File: src/rtl/npc_predict_unit_pkg.sv
// Shared types and constants for the fetch-stage next-PC unit and its BTB.
package npc_pkg;

    localparam int XLEN_DEF        = 32;
    localparam int BTB_ENTRIES_DEF = 16;
    localparam logic [31:0] RESET_PC_DEF = 32'h0000_0000;

    function automatic int idx_w(input int entries);
        return $clog2(entries);
    endfunction

    localparam int IDX_W_DEF = idx_w(BTB_ENTRIES_DEF);
    localparam int TAG_W_DEF = XLEN_DEF - IDX_W_DEF - 2;

    // 2-bit direction counter encoding; ctr[1] is the taken prediction.
    localparam logic [1:0] SNT = 2'd0;
    localparam logic [1:0] WNT = 2'd1;
    localparam logic [1:0] WT  = 2'd2;
    localparam logic [1:0] ST  = 2'd3;

    typedef struct packed {
        logic                 valid;
        logic [TAG_W_DEF-1:0] tag;
        logic [XLEN_DEF-1:0]  target;
        logic [1:0]           ctr;
    } btb_entry_t;

endpackage

File: src/rtl/npc_predict_unit_btb_table.sv
// Direct-mapped BTB: combinational lookup on the fetch PC, single training
// write port with 2-bit saturating direction counters.
module btb_table
    import npc_pkg::*;
#(
    parameter int XLEN        = XLEN_DEF,
    parameter int BTB_ENTRIES = BTB_ENTRIES_DEF
) (
    input  logic            clk,
    input  logic            rst,
    input  logic [XLEN-1:0] rd_pc,
    output logic            rd_hit,
    output logic [XLEN-1:0] rd_target,
    input  logic            wr_valid,
    input  logic [XLEN-1:0] wr_pc,
    input  logic            wr_taken,
    input  logic [XLEN-1:0] wr_target
);

    localparam int IDX_W = idx_w(BTB_ENTRIES);
    localparam int TAG_W = XLEN - IDX_W - 2;

    // The entry struct is sized from the package defaults, so the table
    // geometry must match them.
    if (XLEN != XLEN_DEF || BTB_ENTRIES != BTB_ENTRIES_DEF) begin : g_cfg_check
        $error("btb_table: geometry differs from npc_pkg entry layout");
    end

    btb_entry_t mem_q [BTB_ENTRIES];

    logic [IDX_W-1:0] rd_idx;
    logic [IDX_W-1:0] wr_idx;
    logic [TAG_W-1:0] rd_tag;
    logic [TAG_W-1:0] wr_tag;
    logic             unused_pc_lsb;

    assign rd_idx = rd_pc[IDX_W+1:2];
    assign rd_tag = rd_pc[XLEN-1:IDX_W+2];
    assign wr_idx = wr_pc[IDX_W+1:2];
    assign wr_tag = wr_pc[XLEN-1:IDX_W+2];
    assign unused_pc_lsb = ^{rd_pc[1:0], wr_pc[1:0]};

    function automatic logic [1:0] ctr_sat(input logic [1:0] ctr, input logic taken);
        if (taken) begin
            return (ctr == ST) ? ST : ctr + 2'd1;
        end
        return (ctr == SNT) ? SNT : ctr - 2'd1;
    endfunction

    btb_entry_t rd_entry;
    btb_entry_t wr_cur;
    btb_entry_t wr_entry_d;
    logic       wr_en;

    always_comb begin
        rd_entry  = mem_q[rd_idx];
        rd_hit    = rd_entry.valid && (rd_entry.tag == rd_tag) && rd_entry.ctr[1];
        rd_target = rd_entry.target;
    end

    always_comb begin
        wr_cur     = mem_q[wr_idx];
        wr_entry_d = wr_cur;
        wr_en      = 1'b0;
        if (wr_valid) begin
            if (wr_cur.valid && (wr_cur.tag == wr_tag)) begin
                wr_en          = 1'b1;
                wr_entry_d.ctr = ctr_sat(wr_cur.ctr, wr_taken);
                if (wr_taken) begin
                    wr_entry_d.target = wr_target;
                end
            end else if (wr_taken) begin
                // Allocation evicts whatever aliased entry lived at this index.
                wr_en             = 1'b1;
                wr_entry_d.valid  = 1'b1;
                wr_entry_d.tag    = wr_tag;
                wr_entry_d.target = wr_target;
                wr_entry_d.ctr    = WT;
            end
        end
    end

    always_ff @(posedge clk) begin
        if (rst) begin
            for (int i = 0; i < BTB_ENTRIES; i++) begin
                mem_q[i].valid <= 1'b0;
            end
        end else if (wr_en) begin
            mem_q[wr_idx] <= wr_entry_d;
        end
    end

endmodule

File: src/rtl/npc_predict_unit.sv
// Fetch PC register with redirect/stall/prediction priority mux around the BTB.
module npc_predict_unit
    import npc_pkg::*;
#(
    parameter int              XLEN        = XLEN_DEF,
    parameter int              BTB_ENTRIES = BTB_ENTRIES_DEF,
    parameter logic [XLEN-1:0] RESET_PC    = XLEN'(RESET_PC_DEF)
) (
    input  logic            clk,
    input  logic            rst,
    input  logic            stall_f,
    input  logic            ex_redirect,
    input  logic [XLEN-1:0] ex_target,
    input  logic            id_redirect,
    input  logic [XLEN-1:0] id_target,
    input  logic            upd_valid,
    input  logic [XLEN-1:0] upd_pc,
    input  logic            upd_taken,
    input  logic [XLEN-1:0] upd_target,
    output logic [XLEN-1:0] pc_f,
    output logic            pred_taken_f,
    output logic [XLEN-1:0] pred_target_f
);

    logic [XLEN-1:0] pc_q;
    logic [XLEN-1:0] pc_d;
    logic            btb_hit;
    logic [XLEN-1:0] btb_target;

    btb_table #(
        .XLEN        (XLEN),
        .BTB_ENTRIES (BTB_ENTRIES)
    ) u_btb (
        .clk       (clk),
        .rst       (rst),
        .rd_pc     (pc_q),
        .rd_hit    (btb_hit),
        .rd_target (btb_target),
        .wr_valid  (upd_valid),
        .wr_pc     (upd_pc),
        .wr_taken  (upd_taken),
        .wr_target (upd_target)
    );

    always_comb begin
        pc_f          = pc_q;
        pred_taken_f  = btb_hit;
        pred_target_f = btb_hit ? btb_target : pc_q + XLEN'(4);
    end

    // Later pipeline stages know more, so they win over earlier ones and over stall.
    always_comb begin
        pc_d = pred_target_f;
        if (ex_redirect) begin
            pc_d = ex_target;
        end else if (id_redirect) begin
            pc_d = id_target;
        end else if (stall_f) begin
            pc_d = pc_q;
        end
    end

    always_ff @(posedge clk) begin
        if (rst) begin
            pc_q <= RESET_PC;
        end else begin
            pc_q <= pc_d;
        end
    end

endmodule

File: config.mk
export PLATFORM = sky130hd
export DESIGN_NAME = npc_predict_unit
export DESIGN_NICKNAME = d
export VERILOG_FILES = /design/src/rtl/npc_predict_unit_pkg.sv /design/src/rtl/npc_predict_unit_btb_table.sv /design/src/rtl/npc_predict_unit.sv
export SDC_FILE = /design/constraint.sdc
export NUM_CORES = 1
export LEC_CHECK = 0
export BUFFER_PORTS_ARGS = -buffer_cell sky130_fd_sc_hd__buf_2
export CELL_PAD_IN_SITES_DETAIL_PLACEMENT = 1
export CELL_PAD_IN_SITES_GLOBAL_PLACEMENT = 2
export CORE_ASPECT_RATIO = 0.75
export CORE_MARGIN = 4
export CORE_UTILIZATION = 49
export DETAILED_ROUTE_END_ITERATION = 7
export MAX_ROUTING_LAYER = met4
export PLACE_DENSITY = 0.9
export RECOVER_POWER = 100
export REMOVE_ABC_BUFFERS = 1
export SLEW_MARGIN = 10
export SYNTH_ARGS = -nofsm -noshare
export SYNTH_HDL_FRONTEND = slang
export SYNTH_SLANG_ARGS = --single-unit
export TNS_END_PERCENT = 5
File: constraint.sdc
create_clock -name clk -period 8.6 [get_ports clk]
set_clock_uncertainty 0.15 [all_clocks]
set_input_delay 0.86 -clock clk [delete_from_list [all_inputs] [get_ports clk]]
set_output_delay 0.86 -clock clk [all_outputs]
set_load 0.005 [all_outputs]
==> summary.txt <==
Clock network
  – PostCTS Resize Cnt: 0
  – Hold_buf cts: 0
  – TritonCTS clock tree: built
  – Later-pin clock latency in the skew report: 0.72 ns
  – Post-CTS repair timing setup buffer count: 0
  – Worst-path clk slew: 0.07 ns
  – H-Tree Depth: 3
  – Buffer levels on the longest clock path: 3
  – CTS Buf Count: 98
  – Root buffer cell: clkbuf_16
  – CTS Sinks: 1012

STA
  – Hold Fails Final Rpt: 0
  – Final setup viols: 0
  – Fin worst setup slack: a little over 0.9 ns
  – Max frequency: roughly 0.13 GHz
  – RSZ-0062 raised after global routing: false
  – Tcrit/Tclk final: 0.893
  – Measured slew at the worst slew-check pin: 3.20 ns
  – Max-slew violation count: ~350
  – Minimum clock period: 7.68 ns
  – Worst slew margin: -1.13

Setup path
  – CP peak stage delay: 1.36 ns
  – Worst Setup Path Type: reg2out
  – CP arrival: 6.67 ns
  – Worst Setup End Kind: primary output
  – Worst-path cell chain: buf_4 -> mux4_2 -> nor2_1 -> nor4b_1 -> or4b_2 -> o2111ai_1 -> nand4bb_1 -> or3_1 -> buf_4 -> mux2_1 -> buf_2
  – CP max stage cell: or3_1
  – Startpoint type of the worst setup path: register
  – Worst-path fanout max: 49
  – CP dominant cell by count: buf_4
  – Worst Path Required: roughly 7.6 ns

Die
  – IO Count: 200
  – FP Rows: 100
  – Die width: roughly 370 um
  – Die area: 105000 um^2
  – Placeable Area: 99300 um^2
  – Die height: 282 um
  – Initial Util: 0.494

Power
  – Worst vdd ir: 0.000208 V
  – P_leak: 17.1 nW
  – Power per cell area: around 200 nW/um^2

Route
  – DRC violations left: 0
  – Initial DRC Count: 4371
  – Drt wl/cell: roughly 38 um
  – Via count: 29515
  – Antenna Nets Post-Route: 0
  – Routed WL: 159000 um
  – Vias per cell: 7.15
  – Pre-antenna DRT Iters: 5

Synthesis
  – Top cell type's share of synthesized area: 0.597
  – Area contributors post-synth: edfxtp_1 (60%), mux4_2 (25%), mux2_2 (1.8%)
  – Post-synth EDFFs: 976
  – Sequential area share after synthesis: 0.612
  – Primary FF master, synth: edfxtp_1
  – Yosys Warn Count: 0
  – Synth Area per Inst: 19.3 um^2
  – Synthesized instance count: about 2500
  – Library cells used by synthesis: 73
  – Yosys top cell by area: edfxtp_1
  – Yosys reg bits: 1012
  – Cell Area, Synth: 49100 um^2
  – Post-synth ARST share: 0

GRT
  – Number of global-route vias before repair: 30767
  – Initial antenna violation count: 6
  – Global-route usage over all layers: 0.309
  – First-pass GRT wire length: 227000 um
  – Grt ovf: 0
  – Pin count of the biggest net entering global routing: 116

Placed design
  – Pre-CTS WS: 1.46 ns
  – Port Buffers: 197
  – Hpwl dp: 96200 um
  – Routability cong.: 0.891
  – Dpl cell area: 51800 um^2

Status
  – Failing checks: max-capacitance violations, max-slew violations
  – Status: finished, violations left

Layout
  – Final core utilization: 0.550
  – Fin nets: 2856
  – Fill count: a little under 9000
  – Area grow syn2layout: 11.3%
  – Final Cell Area: 54600 um^2
  – Share of layout cells above drive strength 1: 0.341

Hold path
  – Hold Crit Class: in2reg

Run
  – Total of max-cap violations: 10
[state kept, by name, indices dropped and copies added (netlist names), named ones only]
register	count
pc_f	32
u_btb.mem_q	976
[Yosys cell counts (all sizes together), types with 7 or more instances]
master and number:
nor2 63, nand2b 8, edfxtp 976, clkbuf 86, nand3 27, xor2 21, o21a 7, a21oi 34
mux2i 78, dfxtp 36, nor4 8, xnor2 66, o21ai 47, nor2b 12, mux2 100, a31oi 10
o211ai 7, nand2 94, and3 25, a22o 25, mux4 548, nor3 7, inv 14, nand4 20
a22oi 12, buf 114
[cell families (layout without fill, tap and decap cells)]
group,Yosys count,in the layout,share of synthesized area
buffers and inverters,215,475,0.0214
other,0,3,0
flip-flops,1012,1012,0.612
AO/OA/AOI/OAI,194,194,0.0276
multiplexers,726,726,0.292
adder cells (fa/ha/maj),2,2,0.000459
XOR/XNOR,87,87,0.0155
AND/OR/NAND/NOR,304,304,0.0314
[critical path, delay by kind of cell (launching register included)]
kind,cells,cell delay [ns]
AND/OR/NAND/NOR,5,2.54
AO/OA/AOI/OAI,1,0.14
flip-flops,1,1.00
multiplexers,2,1.01
buffers and inverters,3,1.11
[area by class of cell]
class	count	area, um^2	area share
antenna	3	7.51	0.000137
clock buffer	126	2670	0.0489
clock inverter	54	475	0.00870
inverter	15	57.6	0.00105
multi-input combinational	1313	18000	0.329
sequential	1012	30000	0.550
tap	1326	1660	0.0304
timing repair buffer	280	1720	0.0315
[per-stage QoR]
| stage | TNS (ns) | cells | power (mW) | hold WS [ns] |
|---|---|---|---|---|
| final | 0 | 4129 | 11.2 | 0.280 |
| after global routing | 0 | 4129 | 11.5 | 0.260 |
| after CTS | 0 | 4126 | 11.2 | 0.239 |
| after detailed placement | 0 | 3946 | 6.96 | 0.425 |
| after global placement | 0 | 3946 | 6.91 | 0.414 |
| after floorplan | -215.33 | 2340 | 6.53 | 0.402 |
[power breakdown]
part	switching [mW]	internal (mW)	leakage, nW
clock	1.94	2.38	1.52
combinational	0.734	0.515	6.48
sequential	0.0795	5.54	9.09
total	2.75	8.43	17.1
[placed cells by master, fill, tap and decap left out, drive strengths merged, types with 10 or more instances in the layout]
cell type	Yosys	layout
a22oi	12	12
mux2	100	100
buf	114	214
nand3	27	27
a22o	25	25
a21oi	34	34
xnor2	66	66
inv	14	15
mux4	548	548
dfxtp	36	36
nor2	63	63
nand2	94	94
o21ai	47	47
clkinv	1	41
xor2	21	21
edfxtp	976	976
a31oi	10	10
mux2i	78	78
nor2b	12	12
clkbuf	86	192
and3	25	25
nand4	20	20
[final timing paths]
kind / slack, ns / start / endpoint / cells after the start
worst max-delay path: 0.92 / register / pred_target_f[6] / 11
worst min-delay path: 0.28 / ex_target[31] / pc_f[31] / 3
worst max register to register: 2.27 / register / register / 11
worst min register to register: 0.45 / pc_f[0] / pc_f[0] / 2
[layer usage]
metal | GRT usage | vias to the layer above | wire length [um]
met4 | 0.0837 | 0 | 4880
met2 | 0.459 | 2236 | 72700
met5 | - | - | 0
met3 | 0.105 | 366 | 21900
li1 | - | 11233 | -
met1 | 0.413 | 15680 | 59200
Power figures use the tool's default switching activity.
